--- src/rtl/cam_pkg.sv ---
// rtl/cam_pkg.sv - shared constants and FSM state type for the CAM write controller
package cam_pkg;
  localparam int CAM_ENTRIES = 32;
  localparam int CAM_IDX_W   = 5;

  typedef enum logic {
    IDLE  = 1'b0,
    ISSUE = 1'b1
  } cam_wctrl_state_t;
endpackage

--- src/rtl/cam_free_finder.sv ---
// rtl/cam_free_finder.sv - lowest-index-zero priority encoder over the entry valid bitmap
module cam_free_finder
  import cam_pkg::*;
(
  input  logic [CAM_ENTRIES-1:0] bitmap,
  output logic [CAM_IDX_W-1:0]   free_idx,
  output logic                   any_free
);

  // Scan from the top down so the lowest clear bit is the last one written.
  always_comb begin
    free_idx = '0;
    any_free = 1'b0;
    for (int i = CAM_ENTRIES - 1; i >= 0; i--) begin
      if (!bitmap[i]) begin
        free_idx = CAM_IDX_W'(i);
        any_free = 1'b1;
      end
    end
  end

endmodule

--- src/rtl/cam_write_ctrl.sv ---
// rtl/cam_write_ctrl.sv - CAM write-side allocator and valid-bit tracker
// Optional round-robin eviction when full: define CAM_CTRL_EVICT_EN.
module cam_write_ctrl
  import cam_pkg::*;
#(
  parameter int DATA_W  = 32,
  parameter int ENTRIES = CAM_ENTRIES
) (
  input  logic                 clk_i,
  input  logic                 reset_i,
  input  logic                 wr_req_i,
  input  logic [DATA_W-1:0]    wr_data_i,
  output logic                 wr_ready_o,
  input  logic                 inv_req_i,
  input  logic [CAM_IDX_W-1:0] inv_index_i,
  output logic                 cam_write_enable_o,
  output logic [CAM_IDX_W-1:0] cam_write_index_o,
  output logic [DATA_W-1:0]    cam_write_data_o,
  output logic                 wr_done_o,
  output logic [ENTRIES-1:0]   valid_o,
  output logic [5:0]           count_o,
  output logic                 full_o,
  output logic                 evict_o
);

  cam_wctrl_state_t     state_q, state_d;
  logic                 alive_q;
  logic [ENTRIES-1:0]   valid_q, valid_d;
  logic [CAM_IDX_W-1:0] idx_q, sel_idx, free_idx;
  logic [DATA_W-1:0]    data_q;
  logic                 any_free, accept_ok, accept;

  cam_free_finder u_free_finder (
    .bitmap   (valid_q),
    .free_idx (free_idx),
    .any_free (any_free)
  );

`ifdef CAM_CTRL_EVICT_EN
  logic [CAM_IDX_W-1:0] rr_ptr_q;
  logic                 evict_q;

  assign accept_ok = 1'b1;
  assign sel_idx   = any_free ? free_idx : rr_ptr_q;
  assign evict_o   = (state_q == ISSUE) && evict_q;

  // Pointer wraps naturally at 5 bits.
  always_ff @(posedge clk_i or posedge reset_i) begin
    if (reset_i) begin
      rr_ptr_q <= '0;
      evict_q  <= 1'b0;
    end else begin
      if (accept) evict_q <= !any_free;
      if (state_q == ISSUE && evict_q) rr_ptr_q <= rr_ptr_q + 1'b1;
    end
  end
`else
  assign accept_ok = any_free;
  assign sel_idx   = free_idx;
  assign evict_o   = 1'b0;
`endif

  // alive_q holds ready low for the first cycle out of reset.
  assign wr_ready_o         = alive_q && (state_q == IDLE) && accept_ok;
  assign accept             = wr_req_i && wr_ready_o;
  assign cam_write_enable_o = (state_q == ISSUE);
  assign wr_done_o          = (state_q == ISSUE);
  assign cam_write_index_o  = idx_q;
  assign cam_write_data_o   = data_q;
  assign valid_o            = valid_q;
  assign count_o            = 6'($countones(valid_q));
  assign full_o             = (count_o == 6'd32);

  always_comb begin
    state_d = state_q;
    case (state_q)
      IDLE:    if (accept) state_d = ISSUE;
      ISSUE:   state_d = IDLE;
      default: state_d = IDLE;
    endcase
  end

  // Write set is applied after the invalidate clear so a colliding write wins.
  always_comb begin
    valid_d = valid_q;
    if (inv_req_i) valid_d[inv_index_i] = 1'b0;
    if (state_q == ISSUE) valid_d[idx_q] = 1'b1;
  end

  always_ff @(posedge clk_i or posedge reset_i) begin
    if (reset_i) begin
      state_q <= IDLE;
      alive_q <= 1'b0;
      valid_q <= '0;
      idx_q   <= '0;
      data_q  <= '0;
    end else begin
      state_q <= state_d;
      alive_q <= 1'b1;
      valid_q <= valid_d;
      if (accept) begin
        idx_q  <= sel_idx;
        data_q <= wr_data_i;
      end
    end
  end

endmodule
--- config.mk ---
export PLATFORM = sky130hd
export DESIGN_NAME = cam_write_ctrl
export DESIGN_NICKNAME = d
export VERILOG_FILES = /design/src/rtl/cam_pkg.sv /design/src/rtl/cam_free_finder.sv /design/src/rtl/cam_write_ctrl.sv
export SDC_FILE = /design/constraint.sdc
export NUM_CORES = 1
export LEC_CHECK = 0
export BUFFER_PORTS_ARGS = -buffer_cell sky130_fd_sc_hd__buf_2
export CAP_MARGIN = 20
export CORE_ASPECT_RATIO = 0.9
export CORE_MARGIN = 1.5
export CORE_UTILIZATION = 25
export DETAILED_ROUTE_END_ITERATION = 7
export PLACE_DENSITY_LB_ADDON = 0.25
export SLEW_MARGIN = 20
export SYNTH_ARGS = -nofsm -noshare
export SYNTH_HDL_FRONTEND = slang
export SYNTH_SLANG_ARGS = --single-unit
--- constraint.sdc ---
create_clock -name clk_i -period 6.3 [get_ports clk_i]
set_clock_uncertainty 0.1 [all_clocks]
set_input_delay 0.63 -clock clk_i [delete_from_list [all_inputs] [get_ports clk_i]]
set_output_delay 0.63 -clock clk_i [all_outputs]
set_load 0.01 [all_outputs]
### Yosys cells after proc, flatten, opt, wreduce, memory -nomap -nowiden

Index checks and enable logic that the tools add are counted.

| word-level totals | value |
|---|---|
| output and inout port bits | 80 |
| register bits | 71 |
| input port bits | 41 |
| logic and storage cells | 122 |

| operators by class | value |
|---|---|
| add/subtract/negate cells | 31 |
| bitwise gates (word level) | 4 |
| magnitude comparators | 4 |
| equal/unequal tests | 1 |
| mux-type cells | 72 |
| reductions and logical operators | 5 |

Operators with widths:

| kind | number |
|---|---|
| 2-to-1 mux 5 bit | 32 |
| 2-to-1 mux 32 bit | 2 |
| 2-to-1 mux 1 bit | 35 |
| adder 1 x 1 -> 2 bit | 16 |
| bitwise AND 32 bit | 1 |
| NOT 32 bit | 1 |
| OR 32 bit | 1 |
| adder 2 x 2 -> 3 bit | 8 |
| adder 3 x 3 -> 4 bit | 4 |
| less-than comparator 5 x 6 -> 1 bit, second input constant | 2 |
| adder 4 x 4 -> 5 bit | 2 |
| demux 1 bit (select 5 bit) | 2 |
| greater-or-equal comparator 5 x 1 -> 1 bit, second input constant | 2 |
| adder 5 x 5 -> 6 bit | 1 |
| == test 6 bit, second input constant | 1 |
| logical AND 1 bit | 5 |
| case mux 1 bit (2 select lines) | 1 |
| NOT 1 bit | 1 |

### Longest topological paths before layout

Gate-level depths: netlist (run 1).

| logic depth | value |
|---|---|
| depth in word-level cells | 36 |
| mapped depth | 17 |

### Hierarchy

From an unflattened synthesis (run 1), not the netlist that was laid out.

| unflattened totals | value |
|---|---|
| cell total of the unflattened synthesis | 365 |
| area, all modules | 4071.4 um^2 |

Modules (own cells, without submodules):

| module | area each (um^2) | cells each | seq. area each (um^2) | instances |
|---|---|---|---|---|
| cam_write_ctrl | 3678.5 | 299 | 1776.7 | 1 |
| cam_free_finder | 392.9 | 66 | 0.0 | 1 |

### Least setup slack after synthesis (run 1)

OpenSTA, ideal clock, no wires.

| timing path | value |
|---|---|
| path type | reg2out |
| start | reg valid_q[17] (netlist: valid_o[17]) |
| end | out full_o |
| path slack | 0.674 ns |
| path buffers | 0 |
| data arrival time | 4.896 ns |
| cell stages (with the launch flop) | 16 |
| cell sequence | dfrtp_1 fa_1 inv_1 fa_1 inv_1 fa_1 inv_1 fa_1 fa_1 fa_1 inv_1 ha_1 fa_1 xor2_1 nor3_1 nor4bb_1 |

| between the ends | value |
|---|---|
| longest elaborated chain between the ends | 6 |

Ends and longest elaborated chain:

| element | line | RTL |
|---|---|---|
| start: declaration | cam_write_ctrl.sv:28 | `logic [ENTRIES-1:0] valid_q, valid_d;` |
| start signal: assignment | cam_write_ctrl.sv:100 | `valid_q <= valid_d;` |
| adder 1 x 1 -> 2 bit (not written as such) | cam_write_ctrl.sv:71 | `assign count_o = 6'($countones(valid_q));` |
| adder 2 x 2 -> 3 bit (not written as such) | cam_write_ctrl.sv:71 |  |
| adder 3 x 3 -> 4 bit (not written as such) | cam_write_ctrl.sv:71 |  |
| adder 4 x 4 -> 5 bit (not written as such) | cam_write_ctrl.sv:71 |  |
| adder 5 x 5 -> 6 bit (not written as such) | cam_write_ctrl.sv:71 |  |
| net count_o[2] | cam_write_ctrl.sv:21 | `output logic [5:0] count_o,` |
| == test 6 bit | cam_write_ctrl.sv:72 | `assign full_o = (count_o == 6'd32);` |
| end: declaration | cam_write_ctrl.sv:22 | `output logic full_o,` |

The timed path passes the listed nets, and every way through them passes these cells.

### Final worst setup path (run 1)

| timing path | value |
|---|---|
| start | reg valid_q[0] (netlist: valid_o[0]) |
| end | out full_o |

| between the ends | value |
|---|---|
| longest elaborated chain between the ends | 6 |

Ends and longest elaborated chain:

| element | line |
|---|---|
| adder 1 x 1 -> 2 bit (not written as such) | cam_write_ctrl.sv:71 |
| adder 2 x 2 -> 3 bit (not written as such) | cam_write_ctrl.sv:71 |
| adder 3 x 3 -> 4 bit (not written as such) | cam_write_ctrl.sv:71 |
| adder 4 x 4 -> 5 bit (not written as such) | cam_write_ctrl.sv:71 |
| adder 5 x 5 -> 6 bit (not written as such) | cam_write_ctrl.sv:71 |
| == test 6 bit | cam_write_ctrl.sv:72 |

No other way between the ends.

==> results of run 1 <==
critical path, stage by stage (launching register included):
cell and delay, ns:
dfrtp_1 0.48, fa_1 0.57, inv_1 0.05, fa_1 0.55, fa_1 0.45, fa_1 0.55
fa_1 0.44, fa_1 0.49, inv_1 0.04, ha_1 0.19, fa_1 0.40, xor2_1 0.16
nor3_1 0.12, nor4bb_1 0.26, buf_2 0.17
area by class of cell:
cell class / count / area (um^2) / share of cell area (%)
clock inverters: 3 / 65.06 / 1.264
well taps: 202 / 252.7 / 4.911
multi-input cells: 233 / 1996 / 38.78
flip-flops and latches: 71 / 1777 / 34.52
clock buffers: 13 / 260.3 / 5.057
repair buffers: 122 / 630.6 / 12.25
inverters: 44 / 165.2 / 3.209
flip-flops by register name, indices dropped and copies added (netlist names):
name	count
cam_write_data_o	32
alive_q	1
cam_write_index_o	5
cam_write_enable_o	1
valid_o	32
worst paths after layout:
check	endpoint	slack (ns)	start
max	full_o	0.32	valid_o[0]
min	cam_write_data_o[6]	0.40	cam_write_data_o[6]
max reg2reg	cam_write_data_o[9]	3.83	valid_o[9]
min reg2reg	cam_write_data_o[6]	0.40	cam_write_data_o[6]
max in group asynchronous	valid_o[0]	5.04	reset_i
min in group asynchronous	cam_write_data_o[6]	0.48	reset_i
kinds of logic after synthesis:
| family | count (synthesis) |
|---|---|
| AOI/OAI and AO/OA | 95 |
| DFF | 71 |
| xor gates and xnor gates | 3 |
| and+or+nand+nor | 69 |
| buffers and inverters | 53 |
| adders and majority gates | 31 |
| muxes | 33 |
| other | 2 |
per-stage QoR:
stage	setup slack (ns)	area, um^2
5_1_grt	0.002435	5146
6_report	0.3205	5146
4_1_cts	0.2507	5146
3_5_place_dp	0.6276	4821
2_1_floorplan	0.6735	3998
3_3_place_gp	0.6863	4801
layout by cell type, fill, tap and decap left out, types with 3 or more instances in the layout:
master / count
or3b_2: 6
nand2_1: 11
dfrtp_1: 71
buf_2: 119
o21ai_0: 70
inv_1: 43
a31oi_1: 5
clkbuf_16: 9
mux2_2: 18
a21oi_1: 7
nand3b_1: 11
fa_1: 24
ha_1: 7
nand3_1: 6
nand4_1: 10
mux2_4: 15
nor2b_1: 3
nor2_1: 8
routing by layer:
layer | part of all wire [%] | vias to the layer above
met3 | 7.8 | 12
li1 | - | 1499
met1 | 45 | 1643
met2 | 46 | 145
met4 | 0.91 | 0
met5 | 0 | -
==> metrics.md, run 1 <==
| Metric | Value |
|---|---|
| Status | `finished, final reports clean` |
| Post-route ant nets | `0` |
| Gr usage total | `13.90%` |
| Residual DRC | `0` |
| R2R cell count | `7` |
| Postcts setup bufs | `0` |
| Number of flops mapped to enable cells by yosys | `0` |
| Ant diodes | `0` |
| Final Hold Fails | `0` |
| Synth Area in XOR/XNOR | `less than 1%` |
| Die W | `approximately 140 um` |
| CTS sink count | `just over 70` |
| M3 GR Usage | `under 10%` |
| Sequential share of the synthesized area | `approximately 44%` |
| Non-Filler Instances | `688` |
| Synthesized Nets | `429` |
| Final setup fails | `0` |
| WP data required | `between 5 and 6 ns` |
| GPL Wtd Cong | `0.8452` |
| P&R area growth vs syn | `28.73%` |
| Max-slew violations | `0` |
| H-tree depth | `3` |
| Synth Flop Type | `dfrtp_1` |
| Total core area | `approximately 0.016 mm^2` |
| Post-route minimum period | `5.980 ns` |
| Via count | `roughly 3300` |
| Mux contribution to synthesized area | `10.70%` |
| Detailed Routing Iterations Pass 1 | `5` |
| Worst-margin pin slew | `0.9020 ns` |
| Crit Path Max Fanout | `8` |
| Critical path type | `flop to primary output` |
| RSZ-0062 raised after global routing | `no` |
| Vias in the first global route | `3189` |
| CTS root buf | `clkbuf_16` |
| Final Cycle Share | `94.91%` |
| Max_cap viols | `0` |
| Hold Path Cell Cnt | `1` |
| Top cells by count, synth | `71 x dfrtp_1, 70 x o21ai_0, 44 x inv_1, 24 x fa_1, 18 x mux2_2` |
| Slew margin rel. | `approximately 40%` |
| Cells after Synth | `357` |
| Die Y | `123.0 um` |
| Synthesis-stage register bit count | `about 70` |
| # IOs | `121` |
| GR peak layer | `met2` |
| Worst-Skew Late Latency | `0.33 ns` |
| Post-synthesis compound-gate area fraction | `13.15%` |
| Initial Util | `about a quarter` |
| Hold_ws | `0.3975 ns` |
| Crit. End Element | `primary output` |
| Area leader, netlist | `dfrtp_1` |
| Inserted Clock Buffers | `9` |
| Setup TNS | `0 ns` |
| Largest family of logic cells by synthesized area | `adder cells` |
| Post-Synth Adder-Cell Area | `14.21%` |
| Met1 Resource Use GR | `20.16%` |
| Cell with the most instances after synthesis | `dfrtp_1` |
| # rows | `43` |
| Mean Syn Cell Area | `around 11 um^2` |
| Overflow after GRT | `0` |
| Hold Buf Count CTS | `0` |
| PortBufs | `119` |
| CP arrival | `5.25 ns` |
| Area fraction of the dominant cell type after synthesis | `44.44%` |
| Nets | `approximately 550` |
| Synth async-reset ratio | `100.0%` |
| Startpoint Class | `flop` |
| Largest net degree at the start of global routing | `72` |
| Die area | `0.01676 mm^2` |
| Fmax | `167.2 MHz` |
| # resized after CTS | `0` |
| Post-Synth Simple-Gate Area | `10.89%` |
| Yosys cell types | `45` |
| Synth area leaders | `dfrtp_1 44%, fa_1 12%, o21ai_0 8.8%` |
| CTS tree | `built` |
| Synth warn | `0` |
| First-pass GRT wire length | `about 18000 um` |
| Initial antenna violation count | `0` |
| Number of fill cells | `approximately 1600` |
| Mapped cell area | `about 0.0040 mm^2` |
| Wirelength per Cell | `16.60 um` |
| Core Util, Final | `roughly 33%` |
| Via density | `4.795` |
| Clock transition at the registers of the reported paths | `about 0.05 ns` |
| Final WL | `11420 um` |
| DRT iter0 DRCs | `148` |
| Met2 Use GR | `20.61%` |
| Placed insts | `672` |
| Layout cells sized above 1 | `a little under two fifths` |
| HP Class | `flop to flop` |
| Max Root-Sink Buffers | `2` |
| Dpl hpwl | `8575 um` |
Power of run 1 is left out: the tool's default activity adds up to more than one toggle a clock period on the data nets, which glitch-free logic cannot reach.
==> run 2, diff against run 1 <==
- CAP_MARGIN: 20 -> not set
- clock period: 6.3 -> 7.48 ns (I/O delays scaled with it)
==> run 2 against run 1 <==
Compared with the run above:
- utilization grew 0.088 points
- clock-buffer cell count shrank 3
- final cell count shrank 0.15%
- critical endpoint unchanged
==> metrics.md, run 2 (synthesis gave the netlist of run 1 again) <==
| Metric | Value |
|---|---|
| Status | `finished, final reports clean` |
| Wirelength per Cell | `16.46 um` |
| Hold Path Cell Cnt | `1` |
| Final setup fails | `0` |
| Clock transition at the registers of the reported paths | `0.06 ns` |
| Postcts setup bufs | `0` |
| R2R cell count | `6` |
| H-tree depth | `3` |
| Final Cycle Share | `82.00%` |
| CTS sink count | `71` |
| Largest net degree at the start of global routing | `72` |
| CP arrival | `~5.3 ns` |
| Crit Path Max Fanout | `7` |
| HP Class | `flop to flop` |
| Nets | `552` |
| Worst-Skew Late Latency | `0.34 ns` |
| Vias in the first global route | `about 3200` |
| WP data required | `~6.6 ns` |
| Placed insts | `671` |
| Max Root-Sink Buffers | `2` |
| Commonest cells after routing, fill and taps aside | `119 x buf_2, 71 x dfrtp_1, 70 x o21ai_0` |
| Slew margin rel. | `37.03%` |
| Via density | `4.834` |
| # IOs | `121` |
| # resized after CTS | `0` |
| Die area | `between 0.015 and 0.02 mm^2` |
| DRT iter0 DRCs | `192` |
| # rows | `between 40 and 50` |
| Setup TNS | `0 ns` |
| Overflow after GRT | `0` |
| Post-route minimum period | `6.134 ns` |
| CTS tree | `built` |
| Non-Filler Instances | `between 600 and 700` |
| Hold Buf Count CTS | `0` |
| Worst-margin pin slew | `0.9446 ns` |
| RSZ-0062 raised after global routing | `no` |
| Max_cap viols | `0` |
| Detailed Routing Iterations Pass 1 | `4` |
| Final Hold Fails | `0` |
| Fmax | `163.0 MHz` |
| Ant diodes | `0` |
| Startpoint Class | `flop` |
| Min setup slack post-route | `around 1.3 ns` |
| Critical path type | `flop to primary output` |
| CTS root buf | `clkbuf_16` |
| Post-Place Worst Slack | `1.669 ns` |
| Final WL | `11310 um` |
| FF-to-FF setup slack | `5.07 ns` |
| Die W | `~140 um` |
| Residual DRC | `0` |
| Max-slew violations | `0` |
| Crit. End Element | `primary output` |
| GPL Wtd Cong | `0.8432` |
| P&R area growth vs syn | `29.08%` |
| Die Y | `123.0 um` |
| Inserted Clock Buffers | `9` |
| Gr usage total | `13.60%` |
| PortBufs | `119` |
| Initial Util | `about a quarter` |
| Dpl hpwl | `8536 um` |
| First-pass GRT wire length | `17440 um` |
| Total core area | `0.01555 mm^2` |
| Initial antenna violation count | `0` |
| Via count | `around 3300` |
| Layout cells sized above 1 | `37.53%` |
| Commonest non-fill, non-tap cell in the layout | `buf_2` |
| Post-route ant nets | `0` |
==> run 2: cell types whose count changed in the layout (fill, tap and decap cells not counted), sizes merged <==
cell | before | now
bufinv | 2 | 3
buf | 122 | 121
clkinv | 1 | 2
clkinvlp | 0 | 1
clkbuf | 13 | 10
==> run 2: critical path: stages, from the launching register on <==
cell and delay (ns):
dfrtp_1 0.46, fa_1 0.55, inv_1 0.05, fa_1 0.50
inv_1 0.05, fa_1 0.47, inv_1 0.05, fa_1 0.47
fa_1 0.48, fa_1 0.49, inv_1 0.04, ha_1 0.20
fa_1 0.39, xor2_1 0.16, nor3_1 0.12, nor4bb_1 0.28
buf_2 0.17
==> run 2: final timing paths <==
kind                                      start              endpoint
min reg2reg                cam_write_data_o[17]  cam_write_data_o[17]
min                        cam_write_data_o[17]  cam_write_data_o[17]
max in group asynchronous               reset_i            valid_o[1]
min in group asynchronous               reset_i   cam_write_data_o[0]
max reg2reg                         valid_o[11]   cam_write_data_o[9]
max                                 valid_o[17]                full_o
==> run 2: per-stage QoR <==
stage,cell area [um^2],util [%],hold WS (ns)
after global routing,5160,33.19,0.4111
after floorplan,3998,-,0.4511
after CTS,5160,33.19,0.4020
after global placement,4793,30.83,0.3867
final,5160,33.19,0.4014
after detailed placement,4813,30.96,0.3897
==> run 2: layer usage <==
layer / up-vias / share of wire, % / track usage, %
met4: 0 / 1.3 / 3.524
met3: 17 / 8.4 / 5.084
li1: 1495 / - / -
met1: 1659 / 45 / 18.70
met2: 150 / 45 / 20.14
met5: - / 0 / 0
==> run 2: layout make-up <==
| cell class | instances | area [um^2] |
|---|---|---|
| Fill cell | 1567 | 10390 |
| Timing Repair Buffer | 121 | 623.1 |
| Clock buffer | 10 | 239.0 |
| Multi-Input combinational cell | 233 | 1996 |
| Sequential cell | 71 | 1777 |
| Inverter | 44 | 165.2 |
| Clock inverter | 6 | 107.6 |
| Tap cell | 202 | 252.7 |
Power of run 2 is left out for the same reason.
